===== src/rtl/vga_sprite_renderer_pkg.sv =====
// Shared constants, sprite bitmaps and pipeline types for the sprite renderer.
// Latency: n/a (declarations only).
// Backpressure: n/a.
package vga_sprite_renderer_pkg;

  // RGB332 default colours
  localparam logic [7:0] RGB_ALIEN  = 8'h1C;
  localparam logic [7:0] RGB_PLAYER = 8'hE0;
  localparam logic [7:0] RGB_BULLET = 8'hFF;
  localparam logic [7:0] RGB_BG     = 8'h00;

  // Alien cell pitch is 32x16 with a 16x8 sprite at offset (0,0); the
  // cell geometry is baked into the rel_x/rel_y bit slices in the top.
  localparam logic [10:0] PLAYER_W_M1 = 11'd15;
  localparam logic [10:0] BULLET_W_M1 = 11'd1;
  localparam logic [10:0] SPR_H_M1    = 11'd7;

  typedef enum logic [1:0] {
    SPR_ALIEN_A = 2'd0,
    SPR_ALIEN_B = 2'd1,
    SPR_PLAYER  = 2'd2,
    SPR_NONE    = 2'd3
  } sprite_sel_e;

  // Bitmaps indexed [row]; bit 15 of a row is the leftmost pixel.
  // Concatenations list row 7 first so that index 0 is the top row.
  localparam logic [7:0][15:0] ALIEN_BMP_A = {
    16'hC003, 16'h300C, 16'h3FFC, 16'hF3CF,
    16'hFFFF, 16'h6FF6, 16'h3FFC, 16'hC003
  };
  localparam logic [7:0][15:0] ALIEN_BMP_B = {
    16'h3C3C, 16'h6006, 16'h3FFC, 16'hF3CF,
    16'hFFFF, 16'h6FF6, 16'h3FFC, 16'h0FF0
  };
  localparam logic [7:0][15:0] PLAYER_BMP = {
    16'hFFFF, 16'hFFFF, 16'hFFFF, 16'hFFFF,
    16'h7FFE, 16'h1FF8, 16'h03C0, 16'h0180
  };

  // Everything stage 2 needs about one pixel; the animation bit and the
  // alive bit travel with the pixel so a frame_start between the two
  // stages cannot split one pixel's decision across two game states.
  typedef struct packed {
    logic       von;
    logic       hs;
    logic       vs;
    logic       anim;
    logic       in_grid;
    logic       alive;
    logic       in_player;
    logic       in_bullet;
    logic [2:0] sub_y;
    logic [3:0] sub_x;
    logic [2:0] ply_y;
    logic [3:0] ply_x;
  } pix_s1_t;

  function automatic logic [1:0] alien_sel(input logic anim);
    return anim ? SPR_ALIEN_B : SPR_ALIEN_A;
  endfunction

endpackage


===== src/rtl/vga_sprite_renderer_sprite_rom.sv =====
// Combinational sprite bitmap lookup: (sprite, row, column) -> pixel bit.
// Latency: 0 cycles.
// Backpressure: none, pure function of its inputs.
module vga_sprite_renderer_sprite_rom
  import vga_sprite_renderer_pkg::*;
(
  input  logic [1:0] i_sel,
  input  logic [2:0] i_sub_y,
  input  logic [3:0] i_sub_x,
  output logic       o_pix
);

  logic [15:0] w_row;

  // Select the bitmap row for the requested sprite.
  always_comb begin
    w_row = 16'h0000;
    case (i_sel)
      SPR_ALIEN_A: w_row = ALIEN_BMP_A[i_sub_y];
      SPR_ALIEN_B: w_row = ALIEN_BMP_B[i_sub_y];
      SPR_PLAYER:  w_row = PLAYER_BMP[i_sub_y];
      default:     w_row = 16'h0000;
    endcase
  end

  assign o_pix = w_row[4'd15 - i_sub_x];

endmodule


===== src/rtl/vga_sprite_renderer.sv =====
// Pixel colour stage: renders alien grid, player and bullet into RGB332.
// Latency: 2 pix_en strobes from pixel/sync inputs to colour/sync outputs.
// Backpressure: none; the pipeline only advances on pix_en, holding otherwise.
module vga_sprite_renderer
  import vga_sprite_renderer_pkg::*;
#(
  parameter int         ALIEN_ROWS   = 5,
  parameter int         ALIEN_COLS   = 11,
  parameter int         PLAYER_Y     = 440,
  parameter int         ANIM_FRAMES  = 30,
  parameter logic       SYNC_IDLE    = 1'b1,
  parameter logic [7:0] COLOR_ALIEN  = RGB_ALIEN,
  parameter logic [7:0] COLOR_PLAYER = RGB_PLAYER,
  parameter logic [7:0] COLOR_BULLET = RGB_BULLET,
  parameter logic [7:0] COLOR_BG     = RGB_BG
) (
  input  logic                           clk,
  input  logic                           rst,
  input  logic                           pix_en,
  input  logic [9:0]                     hcount,
  input  logic [9:0]                     vcount,
  input  logic                           video_on,
  input  logic                           hsync_in,
  input  logic                           vsync_in,
  input  logic                           frame_start,
  input  logic [9:0]                     player_x,
  input  logic [9:0]                     grid_x,
  input  logic [9:0]                     grid_y,
  input  logic [9:0]                     bullet_x,
  input  logic [9:0]                     bullet_y,
  input  logic                           bullet_active,
  input  logic [ALIEN_ROWS*ALIEN_COLS-1:0] alien_alive,
  output logic [7:0]                     vga_color,
  output logic                           hsync_out,
  output logic                           vsync_out
);

  localparam int          N_ALIEN = ALIEN_ROWS * ALIEN_COLS;
  localparam int          CNT_W   = (ANIM_FRAMES > 1) ? $clog2(ANIM_FRAMES) : 1;
  localparam logic [4:0]  N_COLS  = 5'(ALIEN_COLS);
  localparam logic [4:0]  N_ROWS  = 5'(ALIEN_ROWS);
  localparam logic [9:0]  COLS_10 = 10'(ALIEN_COLS);
  localparam logic [10:0] PY_LO   = 11'(PLAYER_Y);
  localparam logic [CNT_W-1:0] CNT_LAST = CNT_W'(ANIM_FRAMES - 1);

  // Shadowed game state, frozen for the whole frame
  logic [9:0]         r_player_x, r_grid_x, r_grid_y, r_bullet_x, r_bullet_y;
  logic               r_bullet_active;
  logic [N_ALIEN-1:0] r_alive;

  // Animation state
  logic [CNT_W-1:0]   r_frame_cnt;
  logic               r_anim;

  // Pipeline
  pix_s1_t            r_s1;
  pix_s1_t            w_s1_nxt;

  logic [9:0]         w_rel_x;
  logic [8:0]         w_rel_y;
  logic [4:0]         w_col, w_row;
  logic [9:0]         w_alien_idx;
  logic [N_ALIEN-1:0] w_sel_mask;
  logic               w_in_grid, w_in_player, w_in_bullet;
  logic [10:0]        w_h11, w_v11, w_px11, w_bx11, w_by11;
  logic               w_alien_pix, w_player_pix;
  logic [7:0]         w_color;

  // Capture game state at each frame start so a frame never tears.
  always_ff @(posedge clk) begin
    if (!rst) begin
      r_player_x      <= '0;
      r_grid_x        <= '0;
      r_grid_y        <= '0;
      r_bullet_x      <= '0;
      r_bullet_y      <= '0;
      r_bullet_active <= 1'b0;
      r_alive         <= '0;
    end else if (frame_start) begin
      r_player_x      <= player_x;
      r_grid_x        <= grid_x;
      r_grid_y        <= grid_y;
      r_bullet_x      <= bullet_x;
      r_bullet_y      <= bullet_y;
      r_bullet_active <= bullet_active;
      r_alive         <= alien_alive;
    end
  end

  // Count frames and flip the alien animation bit every ANIM_FRAMES frames.
  always_ff @(posedge clk) begin
    if (!rst) begin
      r_frame_cnt <= '0;
      r_anim      <= 1'b0;
    end else if (frame_start) begin
      if (r_frame_cnt == CNT_LAST) begin
        r_frame_cnt <= '0;
        r_anim      <= ~r_anim;
      end else begin
        r_frame_cnt <= r_frame_cnt + 1'b1;
      end
    end
  end

  // Stage 1 geometry: grid cell decode plus player/bullet box tests.
  // All box bounds are widened to 11 bits so edge+width cannot wrap.
  assign w_rel_x     = hcount - r_grid_x;
  assign w_rel_y     = 9'(vcount - r_grid_y);
  assign w_col       = w_rel_x[9:5];
  assign w_row       = w_rel_y[8:4];
  assign w_in_grid   = (hcount >= r_grid_x) && (vcount >= r_grid_y) &&
                       (w_col < N_COLS) && (w_row < N_ROWS) &&
                       !w_rel_x[4] && !w_rel_y[3];
  assign w_alien_idx = ({5'd0, w_row} * COLS_10) + {5'd0, w_col};
  assign w_sel_mask  = {{(N_ALIEN-1){1'b0}}, 1'b1} << w_alien_idx;

  assign w_h11  = {1'b0, hcount};
  assign w_v11  = {1'b0, vcount};
  assign w_px11 = {1'b0, r_player_x};
  assign w_bx11 = {1'b0, r_bullet_x};
  assign w_by11 = {1'b0, r_bullet_y};

  assign w_in_player = (w_h11 >= w_px11) && (w_h11 <= w_px11 + PLAYER_W_M1) &&
                       (w_v11 >= PY_LO)  && (w_v11 <= PY_LO + SPR_H_M1);
  assign w_in_bullet = r_bullet_active &&
                       (w_h11 >= w_bx11) && (w_h11 <= w_bx11 + BULLET_W_M1) &&
                       (w_v11 >= w_by11) && (w_v11 <= w_by11 + SPR_H_M1);

  // Pack everything stage 2 needs for this pixel.
  always_comb begin
    w_s1_nxt           = '0;
    w_s1_nxt.von       = video_on;
    w_s1_nxt.hs        = hsync_in;
    w_s1_nxt.vs        = vsync_in;
    w_s1_nxt.anim      = r_anim;
    w_s1_nxt.in_grid   = w_in_grid;
    w_s1_nxt.alive     = w_in_grid && |(r_alive & w_sel_mask);
    w_s1_nxt.in_player = w_in_player;
    w_s1_nxt.in_bullet = w_in_bullet;
    w_s1_nxt.sub_y     = w_rel_y[2:0];
    w_s1_nxt.sub_x     = w_rel_x[3:0];
    w_s1_nxt.ply_y     = 3'(vcount - 10'(PLAYER_Y));
    w_s1_nxt.ply_x     = 4'(hcount - r_player_x);
  end

  // Stage 1 register; sync resets to its idle level so it never glitches.
  always_ff @(posedge clk) begin
    if (!rst) begin
      r_s1    <= '0;
      r_s1.hs <= SYNC_IDLE;
      r_s1.vs <= SYNC_IDLE;
    end else if (pix_en) begin
      r_s1 <= w_s1_nxt;
    end
  end

  vga_sprite_renderer_sprite_rom u_alien_rom (
    .i_sel   (alien_sel(r_s1.anim)),
    .i_sub_y (r_s1.sub_y),
    .i_sub_x (r_s1.sub_x),
    .o_pix   (w_alien_pix)
  );

  vga_sprite_renderer_sprite_rom u_player_rom (
    .i_sel   (SPR_PLAYER),
    .i_sub_y (r_s1.ply_y),
    .i_sub_x (r_s1.ply_x),
    .o_pix   (w_player_pix)
  );

  // Stage 2 priority mux: bullet over player over alien over background.
  always_comb begin
    w_color = COLOR_BG;
    if (!r_s1.von) begin
      w_color = COLOR_BG;
    end else if (r_s1.in_bullet) begin
      w_color = COLOR_BULLET;
    end else if (r_s1.in_player && w_player_pix) begin
      w_color = COLOR_PLAYER;
    end else if (r_s1.in_grid && r_s1.alive && w_alien_pix) begin
      w_color = COLOR_ALIEN;
    end
  end

  // Output register keeps colour and sync aligned at the connector.
  always_ff @(posedge clk) begin
    if (!rst) begin
      vga_color <= COLOR_BG;
      hsync_out <= SYNC_IDLE;
      vsync_out <= SYNC_IDLE;
    end else if (pix_en) begin
      vga_color <= w_color;
      hsync_out <= r_s1.hs;
      vsync_out <= r_s1.vs;
    end
  end

endmodule


===== config.mk =====
export PLATFORM = sky130hd
export DESIGN_NAME = vga_sprite_renderer
export DESIGN_NICKNAME = d
export VERILOG_FILES = /design/src/rtl/vga_sprite_renderer_pkg.sv /design/src/rtl/vga_sprite_renderer_sprite_rom.sv /design/src/rtl/vga_sprite_renderer.sv
export SDC_FILE = /design/constraint.sdc
export NUM_CORES = 1
export LEC_CHECK = 0
export CAP_MARGIN = 20
export CORE_UTILIZATION = 39
export CTS_BUF_LIST = sky130_fd_sc_hd__clkbuf_4 sky130_fd_sc_hd__clkbuf_8 sky130_fd_sc_hd__clkbuf_16
export DETAILED_ROUTE_END_ITERATION = 6
export GPL_TIMING_DRIVEN = 0
export SYNTH_ARGS = -nofsm -noshare
export SYNTH_HDL_FRONTEND = slang
export SYNTH_SLANG_ARGS = --single-unit

===== constraint.sdc =====
create_clock -name clk -period 12.85 [get_ports clk]
set_input_delay 1.9275 -clock clk [delete_from_list [all_inputs] [get_ports clk]]
set_output_delay 1.9275 -clock clk [all_outputs]
set_load 0.005 [all_outputs]

## Word level (Yosys, flattened, before mapping)

Memory sizes are Yosys's and may differ from the RTL's. A register that Yosys moved wholly into a read port is not among the register bits.
Cells that the tools add are included.

| storage, ports and cells | value |
|---|---|
| ROM bits | 512 |
| register bits | 144 |
| logic and storage cells | 106 |
| output and inout port bits | 10 |
| memories kept | 4 |
| bits of input ports | 133 |

| operators by class | value |
|---|---|
| shifts and indexed selects | 1 |
| bitwise operators | 2 |
| eq/ne operators | 3 |
| $add $sub $neg | 11 |
| $mul | 1 |
| order comparisons | 16 |
| reductions and logical operators | 21 |
| muxes and demuxes | 23 |

Memories:

| memory | words | bits a word | rd ports | clocked after memory_dff | write ports | RTL line | text |
|---|---|---|---|---|---|---|---|
| (name not given) | 8 | 16 | 1 | 1 | 0 | vga_sprite_renderer_sprite_rom.sv:19 | `SPR_ALIEN_A: w_row = ALIEN_BMP_A[i_sub_y];` |
| (name not given) | 8 | 16 | 1 | 1 | 0 | vga_sprite_renderer_sprite_rom.sv:21 | `SPR_PLAYER: w_row = PLAYER_BMP[i_sub_y];` |
| (name not given) | 8 | 16 | 1 | 1 | 0 | vga_sprite_renderer_sprite_rom.sv:20 | `SPR_ALIEN_B: w_row = ALIEN_BMP_B[i_sub_y];` |
| (name not given) | 8 | 16 | 1 | 1 | 0 | vga_sprite_renderer_sprite_rom.sv:21 |  |

Operators by type and width:

| cell | number |
|---|---|
| 2-to-1 mux 16 bit | 4 |
| AND 55 bit | 1 |
| OR reduction 55 bit | 1 |
| << shifter 1 x 10 -> 55 bit, first input constant | 1 |
| >= comparator 10 bit | 5 |
| one-hot mux 16 bit (3 select lines) | 1 |
| <= comparator 10 x 11 -> 1 bit | 3 |
| 2-to-1 mux 3 bit | 8 |
| 2-to-1 mux 8 bit | 3 |
| logical AND 1 bit | 16 |
| adder 10 x 1 -> 11 bit, second input constant | 1 |
| adder 10 x 3 -> 11 bit, second input constant | 1 |
| adder 10 x 4 -> 11 bit, second input constant | 1 |
| adder 9 x 5 -> 10 bit | 1 |
| >= comparator 10 x 9 -> 1 bit, second input constant | 1 |
| <= comparator 10 x 9 -> 1 bit, second input constant | 1 |
| less-than comparator 4 x 5 -> 1 bit, second input constant | 2 |
| 2-to-1 mux 5 bit | 2 |
| subtractor 10 bit | 1 |
| multiplier 5 x 4 -> 9 bit, second input constant | 1 |
| subtractor 9 bit | 1 |
| binary-select mux 1 bit (select 4 bit) | 2 |
| less-than comparator 3 x 4 -> 1 bit, second input constant | 2 |
| subtractor 4 bit, first input constant | 2 |
| other kinds (13) | 16 |

## Longest topological paths before layout

Gate-level depths: netlist of the first run.

| logic depth | value |
|---|---|
| depth after elaboration | 10 |
| mapped depth | 22 |
| depth with buffers taken out | 21 |

## Modules after synthesis

From an unflattened synthesis of the first run, not the netlist that was laid out.

| second synthesis, totals | value |
|---|---|
| cell total of the unflattened synthesis | 1,079 |
| area total of the unflattened synthesis | 10,013.4 um^2 |

By module, submodules not included:

| module | cells each | seq. area each (um^2) | area each (um^2) | instances |
|---|---|---|---|---|
| vga_sprite_renderer | 955 | 2,782.7 | 9,120.0 | 1 |
| vga_sprite_renderer_sprite_rom | 62 | 0.0 | 446.7 | 2 |

## Worst setup path before layout of the first run

OpenSTA, ideal clock, no wires.

| timing path | value |
|---|---|
| kind | input port to flip-flop |
| start point | input vcount[0] |
| end point | register r_s1[16] (netlist name) |
| path buffers | 0 |
| arrival time | 6.264 ns |
| setup slack | 6.502 ns |
| stages on the path | 20 |
| library setup time | 0.084 ns |
| cells stage by stage | inv_1 > ha_1 > fa_1 > nor2b_4 > o2111ai_2 > nand3_2 > nor2_1 > xnor2_1 > ha_1 > ha_1 > fa_1 > ha_1 > a21oi_1 > nand2_1 > xnor2_1 > nand2_1 > a2111oi_0 > a311oi_1 > a31o_2 > o31ai_2 |

| on the way | value |
|---|---|
| longest elaborated chain between the ends | 7 |
| elaborated cells on any way between the ends | 15 |
| classes of those cells | add/sub (2); mul (1); order compare (2); shift (1); bitwise (1); reduce/logical (8) |

Ends and longest elaborated chain:

| item | RTL line | text |
|---|---|---|
| start: declaration | vga_sprite_renderer.sv:21 | `input logic [9:0] vcount,` |
| subtractor 9 bit / >= comparator 10 bit (equally long branches) | vga_sprite_renderer.sv:108, vga_sprite_renderer.sv:111 |  |
| multiplier 5 x 4 -> 9 bit / logical AND 1 bit (equally long branches) | vga_sprite_renderer.sv:114, vga_sprite_renderer.sv:111 |  |
| adder 9 x 5 -> 10 bit / logical AND 1 bit (equally long branches) | vga_sprite_renderer.sv:114, vga_sprite_renderer.sv:111 |  |
| << shifter 1 x 10 -> 55 bit / logical AND 1 bit (equally long branches) | vga_sprite_renderer.sv:115, vga_sprite_renderer.sv:112 |  |
| AND 55 bit / logical AND 1 bit (equally long branches) | vga_sprite_renderer.sv:137, vga_sprite_renderer.sv:112 |  |
| OR reduction 55 bit / logical AND 1 bit (equally long branches) | vga_sprite_renderer.sv:137, vga_sprite_renderer.sv:113 |  |
| logical AND 1 bit (*) | vga_sprite_renderer.sv:137 | `w_s1_nxt.alive = w_in_grid && \|(r_alive & w_sel_mask);` |
| end signal: assignment | vga_sprite_renderer.sv:153 | `r_s1 <= w_s1_nxt;` |
| end: declaration | vga_sprite_renderer.sv:56 | `pix_s1_t r_s1;` |

Mark *: on every way between the ends. The rest lies on a longest branch, timed or not.
A chain may end at the register's enable or synchronous reset.

## Worst setup path in the final report of the first run

Ends and elaborated chain as after synthesis.

==> results of run 1 <==
## cell usage in the layout (no fill, tap or decap), drive strengths merged, types with 16 or more instances in the layout
cell type,instances
clkbuf,48
o21ai,28
a21oi,37
mux2i,129
inv,90
nor3,21
nand4,18
ha,113
xnor2,44
clkdlybuf4s50,140
nand3,23
nor2,153
buf,16
dfxtp,155
nand2,43
## final cells by class
type / count / share of cell area
clock inverters: 15 / 0.0148
inverters: 84 / 0.0263
flip-flops and latches: 155 / 0.259
multi-input cells: 762 / 0.496
plain buffers: 47 / 0.0163
well taps: 319 / 0.0333
clock buffers: 17 / 0.0355
repair buffers: 141 / 0.118
## power groups by stage
stage	registers (µW)	logic [µW]	clock network, µW
global placement	544	804	0
floorplan	537	587	0
global route	538	920	541
detailed placement	545	815	0
CTS	534	821	521
finish	535	835	511
## metrics by stage
stage | hold WS [ns] | worst slack (ns) | power (µW)
after floorplan | 0.425 | 6.50 | 1120
after global placement | 0.452 | 5.19 | 1350
after detailed placement | 0.461 | 5.14 | 1360
after CTS | 0.482 | 5.58 | 1880
after global routing | 0.496 | 5.23 | 2000
final | 0.473 | 5.54 | 1880
## cells by family (layout without fill, tap and decap cells)
logic type,count (synthesis),after routing,synth area share
compound gates,149,149,0.107
xor+xnor,50,50,0.0458
fa+ha+maj,121,121,0.165
buf+inv,131,304,0.0534
flops,155,155,0.325
mux,147,147,0.166
simple gates,295,295,0.139
## flip-flops by register name, summed over array words and instances, names as in the netlist, named ones only
name                flops
vsync_out               1
r_bullet_x             10
u_player_rom.w_row      4
r_anim                  1
r_grid_x               10
r_grid_y               10
r_frame_cnt             5
hsync_out               1
vga_color               3
r_player_x             10
r_bullet_active         1
r_bullet_y             10
r_alive                55
r_s1                   22
## worst max-delay path, stage by stage
cell	delay [ns]
clkdlybuf4s50_1	0.61
inv_1	0.15
ha_1	0.24
fa_1	0.45
nor2b_4	0.15
o2111ai_2	0.12
nand3_2	0.12
nor2_1	0.06
xnor2_1	0.37
ha_1	0.32
ha_1	0.29
fa_1	0.46
ha_1	0.38
a21oi_1	0.17
nand2_1	0.15
xnor2_1	0.52
nand2_1	0.13
a2111oi_0	0.45
a311oi_1	0.11
a31o_2	0.30
o31ai_2	0.17
## per-layer routing
layer,track usage,wire length (µm),vias up
met4,0.0462,238,0
li1,-,-,3992
met5,0,0,-
met1,0.279,12200,3634
met3,0.0376,999,18
met2,0.346,11800,173
## Yosys cell counts (4+ instances only)
cell type and n:
a31oi_1 7, nor4_1 5, clkbuf_1 31, mux2i_1 129
o211ai_1 10, nor2b_1 7, o21bai_1 4, nor3_1 21
mux4_2 8, mux2_2 10, fa_1 8, a21o_1 8
inv_1 83, nand4b_1 4, nand2b_1 10, o21ai_0 27
nand3_1 22, nand2_1 43, buf_1 11, xnor2_1 44
a21oi_1 37, dfxtp_1 155, o21a_1 12, ha_1 113
a2111oi_0 6, xor2_1 6, nand4_1 18, a211oi_1 7
buf_4 5, and3_1 5, nor2_1 153
## worst min path at each step
stage / from / end / cells after the start
floorplan: r_s1[15] / r_s1[15] / 2
detailed placement: r_s1[20] / r_s1[20] / 2
finish: vsync_out / vsync_out / 2
global placement: r_s1[19] / vsync_out / 2
CTS: r_s1[15] / r_s1[15] / 2
global route: vsync_out / vsync_out / 2
==> reports/qor.json, run 1 <==
{
  "worst_ir_drop_vdd": {"value": 0.117, "unit": "mV"},
  "worst_setup_path_startpoint": {"value": "vcount[0]"},
  "antenna_found_initial": {"value": 0},
  "synth_cells": {"value": 1048},
  "io-pin-count": {"value": 143},
  "finalSetupViolations": {"value": 0},
  "gp_routability_congestion": {"value": 0.886},
  "drive_above_1_share": {"value": 0.0508},
  "cts_setup_buffers": {"value": 0},
  "cts.htree.levels": {"value": 4},
  "hold_path.class": {"value": "register to register"},
  "multiInputGateArea": {"value": 5940, "unit": "µm²"},
  "clkSinkCount": {"value": 155},
  "rr_worst_depth": {"value": 19},
  "maxClockFrequency": {"value": 137, "unit": "MHz"},
  "power.share.switching": {"value": 0.414},
  "cts_buffers": {"value": 17},
  "routed_via_density": {"value": 5.08},
  "critical_path.reg2reg.endpoint": {"value": "r_s1[16]"},
  "drt_first_pass_iters": {"value": 7},
  "sequential_cell_area": {"value": 3100, "unit": "µm²"},
  "die_outline_area": {"value": 25100, "unit": "µm²"},
  "power_density": {"value": 157, "unit": "nW/µm²"},
  "cts_root_buf": {"value": "clkbuf_16"},
  "leakagePower": {"value": 0.00512, "unit": "µW"},
  "cellInternalPower": {"value": 1100, "unit": "µW"},
  "yosys_register_bits": {"value": 155},
  "synth_top_cell_by_area": {"value": "dfxtp_1"},
  "final-instance-count-excl-fill": {"value": 1540},
  "ys_seq_area_frac": {"value": 0.325},
  "max_cap_viols": {"value": 0},
  "ctsHoldBuffers": {"value": 0},
  "hpwl_after_detailed_placement": {"value": 19.9, "unit": "mm"},
  "tritoncts": {"value": "yes"},
  "regToRegStartpoint": {"value": "r_grid_y[0]"},
  "finish.utilization": {"value": 0.504},
  "areaGrowthSynthToFinish": {"value": 25.3, "unit": "%"},
  "final_period_minus_worst_setup_slack": {"value": 7.31, "unit": "ns"},
  "grt-ovfl-total": {"value": 0},
  "post_synth_edffs": {"value": 0},
  "share_comb_of_total_power": {"value": 0.444},
  "drt-initial-drc-count": {"value": 447},
  "finalWirelength": {"value": 25.1, "unit": "mm"},
  "dominantRegCellSynth": {"value": "dfxtp_1"},
  "number_of_gates_resized_after_cts": {"value": 0},
  "synth.net_count": {"value": 1302},
  "place.port_buffers": {"value": 140},
  "critical_path.endpoint": {"value": "r_s1[16]"},
  "postPlaceCellArea": {"value": 11400, "unit": "µm²"},
  "cp.arrival": {"value": 7.66, "unit": "ns"},
  "filler_cell_count": {"value": 2227},
  "p_seq_frac": {"value": 0.284},
  "end_kind": {"value": "register"},
  "grt_pass1_wl": {"value": 40.0, "unit": "mm"},
  "clock_transition_at_the_registers_of_the_reported_paths": {"value": 0.07, "unit": "ns"},
  "timing_worst_slew_pin_value": {"value": 0.913, "unit": "ns"},
  "clock_insertion_delay_worst_skew": {"value": 0.44, "unit": "ns"},
  "syn_avg_cell_area": {"value": 9.12, "unit": "µm²"},
  "timing_max_transition_violations_final": {"value": 0},
  "first_global_vias": {"value": 7604},
  "crit_path_start_kind": {"value": "primary input"},
  "relSlewSlack": {"value": 0.391},
  "die_y": {"value": 159, "unit": "µm"},
  "final_nets": {"value": 1462},
  "worst_clock_skew": {"value": 0.00822, "unit": "ns"},
  "postLayoutCellArea": {"value": 12000, "unit": "µm²"},
  "ys_top_cells_by_area": {"value": "dfxtp_1 (32%), ha_1 (15%), mux2i_1 (14%)"},
  "finalSetupTns": {"value": 0, "unit": "ns"},
  "dr_total_vias": {"value": 7817},
  "grt_start_max_net_pins": {"value": 19},
  "avgRoutedWirePerCell": {"value": 16.3, "unit": "µm"},
  "n_antenna_cell": {"value": 0},
  "power.share.clock": {"value": 0.272},
  "rows": {"value": 56},
  "post-route-period-util": {"value": 0.569},
  "area_of_the_mapped_netlist": {"value": 9560, "unit": "µm²"},
  "critPathMaxFanout": {"value": 7},
  "dpl.cell_count": {"value": 1507},
  "synth_async_sr_flop_share": {"value": 0},
  "synthDistinctLibCells": {"value": 57},
  "core-area": {"value": 23800, "unit": "µm²"},
  "synthesis.yosys.warnings": {"value": 0},
  "die_w": {"value": 159, "unit": "µm"},
  "p_sw": {"value": 778, "unit": "µW"},
  "detail_route.drc_violations": {"value": 0},
  "grt.total_usage": {"value": 0.208},
  "clk_path_buf_depth": {"value": 2},
  "post-synth-top-area-fraction": {"value": 0.325},
  "outcome": {"value": "finished clean"},
  "finalHoldViolCount": {"value": 0},
  "worst-endpoint-required": {"value": 13.20, "unit": "ns"},
  "worst-r2r-setup-slack": {"value": 7.51, "unit": "ns"},
  "initial_utilization": {"value": 0.402},
  "postRouteAntennaNets": {"value": 0},
  "rsz0062_at_grt": {"value": "no"},
  "path_class": {"value": "primary input to register"}
}
Note: power is estimated with default switching activity, not from simulation.
==> run 2: changes to the inputs <==
==> constraint.sdc (replaced) <==
create_clock -name clk -period 6.9 [get_ports clk]
set_input_delay 1.035 -clock clk [delete_from_list [all_inputs] [get_ports clk]]
set_output_delay 1.035 -clock clk [all_outputs]
set_load 0.005 [all_outputs]
==> results of run 2 <==
Same layout as run 1 (identical final DEF). Status: finished clean.
Among the figures that moved: setup slack after placement 5.14 ns -> 0.0807 ns; setup slack after layout 5.54 ns -> 0.479 ns; register-to-register setup slack 7.51 ns -> 1.56 ns; total power 1880 µW -> 3500 µW; worst IR drop on VDD 0.117 mV -> 0.219 mV
==> run 3: changes to the inputs <==
--- a/config.mk
+++ b/config.mk
@@ -10,6 +10,7 @@
 export CTS_BUF_LIST = sky130_fd_sc_hd__clkbuf_4 sky130_fd_sc_hd__clkbuf_8 sky130_fd_sc_hd__clkbuf_16
 export DETAILED_ROUTE_END_ITERATION = 6
 export GPL_TIMING_DRIVEN = 0
+export PLACE_DENSITY = 0.68
 export SYNTH_ARGS = -nofsm -noshare
 export SYNTH_HDL_FRONTEND = slang
 export SYNTH_SLANG_ARGS = --single-unit
==> run 3 against run 2 <==
Against the previous run: combinational power hardly changed; core utilization hardly changed; first-iteration DRC count is 7.8% lower; hold slack worse by 0.0024 ns; via count is 0.63% higher; clock power is 3.4% higher; total power is 0.77% higher; sequential power hardly changed; critical endpoint unchanged; largest power group unchanged.
==> reports/qor.json, run 3 (synthesis results as in run 1) <==
{
  "rows": {"value": 56, "change": "unchanged"},
  "power_density": {"value": 295, "unit": "nW/µm²"},
  "clock_transition_at_the_registers_of_the_reported_paths": {"value": 0.07, "unit": "ns", "change": "about the same"},
  "first_global_vias": {"value": 7661, "change": "+0.75%"},
  "worst_hold_path.num_cells": {"value": 2, "change": "unchanged"},
  "die_outline_area": {"value": 25100, "unit": "µm²", "change": "unchanged"},
  "finalWirelength": {"value": 24.7, "unit": "mm", "change": "-1.7%"},
  "grt_pass1_wl": {"value": 38.9, "unit": "mm", "change": "-2.8%"},
  "path_class": {"value": "primary input to register"},
  "die_w": {"value": 159, "unit": "µm", "change": "unchanged"},
  "dr_total_vias": {"value": 7866, "change": "+0.63%"},
  "cts.htree.levels": {"value": 4, "change": "unchanged"},
  "max_cap_viols": {"value": 0, "change": "unchanged"},
  "final_nets": {"value": 1461, "change": "-0.068%"},
  "critical_path.reg2reg.endpoint": {"value": "r_s1[16]"},
  "relSlewSlack": {"value": 0.340, "change": "-0.0514"},
  "leakagePower": {"value": 0.00512, "unit": "µW", "change": "about the same"},
  "largest_register_ffs": {"value": 55, "change": "unchanged"},
  "highest_count_cells_in_the_layout_ignoring_fill_and_taps": {"value": "dfxtp_1 (155), nor2_1 (153), clkdlybuf4s50_1 (140), mux2i_1 (129), ha_1 (113)"},
  "outcome": {"value": "finished clean"},
  "clkSinkCount": {"value": 155, "change": "unchanged"},
  "number_of_gates_resized_after_cts": {"value": 0, "change": "unchanged"},
  "share_comb_of_total_power": {"value": 0.439, "change": "-0.005"},
  "detail_route.drc_violations": {"value": 0, "change": "unchanged"},
  "cts_buffers": {"value": 17, "change": "unchanged"},
  "finish.utilization": {"value": 0.504, "change": "about the same"},
  "power.share.clock": {"value": 0.279, "change": "+0.007"},
  "rsz0062_at_grt": {"value": "no"},
  "finalSetupTns": {"value": 0, "unit": "ns", "change": "unchanged"},
  "gp_routability_congestion": {"value": 0.899, "change": "+1.4%"},
  "layout.cells.most_common": {"value": "dfxtp_1"},
  "p_sw": {"value": 1410, "unit": "µW"},
  "rr_worst_depth": {"value": 20, "change": "+1"},
  "grt.total_usage": {"value": 0.203, "change": "-0.00543"},
  "timing_max_transition_violations_final": {"value": 0, "change": "unchanged"},
  "hpwl_after_detailed_placement": {"value": 19.6, "unit": "mm", "change": "-1.2%"},
  "final_period_minus_worst_setup_slack": {"value": 6.17, "unit": "ns"},
  "cts_setup_buffers": {"value": 0, "change": "unchanged"},
  "clock_insertion_delay_worst_skew": {"value": 0.44, "unit": "ns", "change": "about the same"},
  "cellInternalPower": {"value": 2120, "unit": "µW"},
  "initial_utilization": {"value": 0.402, "change": "unchanged"},
  "timing_worst_slew_pin_value": {"value": 0.965, "unit": "ns", "change": "+0.0522 ns"},
  "areaGrowthSynthToFinish": {"value": 25.2, "unit": "%", "change": "about the same"},
  "core-area": {"value": 23800, "unit": "µm²", "change": "unchanged"},
  "cp.arrival": {"value": 6.52, "unit": "ns"},
  "cts_root_buf": {"value": "clkbuf_16"},
  "crit_path_start_kind": {"value": "primary input"},
  "hp-start": {"value": "hsync_out"},
  "drive_above_1_share": {"value": 0.0508, "change": "about the same"},
  "post-route-period-util": {"value": 0.894},
  "place.port_buffers": {"value": 140, "change": "unchanged"},
  "clk_path_buf_depth": {"value": 2, "change": "unchanged"},
  "biggestRegsByFlops": {"value": "r_alive (55), r_s1 (22)"},
  "end_kind": {"value": "register"},
  "tritoncts": {"value": "yes"},
  "die_y": {"value": 159, "unit": "µm", "change": "unchanged"},
  "maxClockFrequency": {"value": 162, "unit": "MHz"},
  "hold_path.class": {"value": "register to register"},
  "grt_start_max_net_pins": {"value": 17, "change": "-2"},
  "worst-r2r-setup-slack": {"value": 1.60, "unit": "ns"},
  "worst_clock_skew": {"value": 0.0129, "unit": "ns", "change": "+0.00466 ns"},
  "worst-endpoint-required": {"value": 7.25, "unit": "ns"},
  "power.share.switching": {"value": 0.400},
  "p_seq_frac": {"value": 0.282, "change": "-0.002"},
  "ctsHoldBuffers": {"value": 0, "change": "unchanged"},
  "critPathMaxFanout": {"value": 7, "change": "unchanged"},
  "hold_end": {"value": "hsync_out"},
  "routed_via_density": {"value": 5.11, "change": "+0.63%"},
  "postRouteAntennaNets": {"value": 0, "change": "unchanged"},
  "worst_ir_drop_vdd": {"value": 0.281, "unit": "mV"},
  "finalSetupViolations": {"value": 0, "change": "unchanged"},
  "io-pin-count": {"value": 143, "change": "unchanged"},
  "finalHoldViolCount": {"value": 0, "change": "unchanged"},
  "drt_first_pass_iters": {"value": 5, "change": "-2"},
  "regToRegStartpoint": {"value": "r_grid_y[1]"},
  "avgRoutedWirePerCell": {"value": 16.1, "unit": "µm", "change": "-1.7%"},
  "grt-ovfl-total": {"value": 0, "change": "unchanged"},
  "largest-register": {"value": "r_alive"},
  "drt-initial-drc-count": {"value": 412, "change": "-7.8%"},
  "antenna_found_initial": {"value": 1, "change": "+1"}
}
[run 3: cell types whose count changed in the layout (fill, tap and decap cells not counted), sizes merged]
cell / previous run / this run
clkbuf: 48 / 49
clkinvlp: 1 / 0
inv: 90 / 93
clkinv: 8 / 3
dlymetal6s2s: 1 / 0
bufinv: 0 / 2
diode: 0 / 1
[run 3: through the flow]
| step | total power, µW | hold slack (ns) | area (µm²) | instances | worst slack [ns] |
|---|---|---|---|---|---|
| floorplan | 2090 | 0.425 | 9560 | 1048 | 1.44 |
| global route | 3740 | 0.492 | 12000 | 1540 | 0.421 |
| detailed placement | 2520 | 0.460 | 11400 | 1507 | 0.341 |
| CTS | 3510 | 0.477 | 12000 | 1539 | 0.768 |
| global placement | 2490 | 0.455 | 11400 | 1507 | 0.401 |
| finish | 3530 | 0.471 | 12000 | 1540 | 0.728 |
[run 3: worst max path at each step]
stage,from,end,slack [ns],cells past startpoint
after detailed placement,vcount[0],r_s1[16],0.34,21
final,vcount[0],r_s1[16],0.73,21
after global placement,vcount[0],r_s1[16],0.40,21
after CTS,vcount[0],r_s1[16],0.77,21
after floorplan,vcount[0],r_s1[16],1.44,20
after global routing,vcount[0],r_s1[16],0.42,20
[run 3: layout make-up]
| type | instances | area, µm² |
|---|---|---|
| fillers | 2214 | 11800 |
| multi-input cells | 762 | 5940 |
| flip-flops and latches | 155 | 3100 |
| repair buffers | 140 | 1400 |
| clock buffers | 18 | 433 |
| well taps | 319 | 399 |
| inverters | 84 | 315 |
| plain buffers | 47 | 195 |
| clock inverters | 14 | 171 |
| diodes | 1 | 2.50 |
[run 3: layer usage]
layer  GRT usage  part of all wire
met4      0.0760             0.022
met2       0.338              0.47
met3      0.0400             0.042
met5           0                 0
met1       0.258              0.47
[run 3: worst max-delay path: stages]
cell	delay, ns
clkdlybuf4s50_1	0.51
inv_1	0.11
ha_1	0.22
fa_1	0.44
nor2b_4	0.15
o2111ai_2	0.11
nand3_2	0.12
nor2_1	0.06
xnor2_1	0.35
ha_1	0.31
ha_1	0.30
fa_1	0.47
ha_1	0.38
a21oi_1	0.17
nand2_1	0.14
xnor2_1	0.53
nand2_1	0.13
a2111oi_0	0.43
a311oi_1	0.09
a31o_2	0.29
o31ai_2	0.16
[run 3: power by group through the flow]
stage | Clock, µW | Combinational, µW | Sequential, µW
detailed placement | 0 | 1500 | 1010
global route | 1040 | 1690 | 1000
global placement | 0 | 1480 | 1010
CTS | 1000 | 1510 | 995
finish | 983 | 1550 | 995
floorplan | 0 | 1090 | 1000
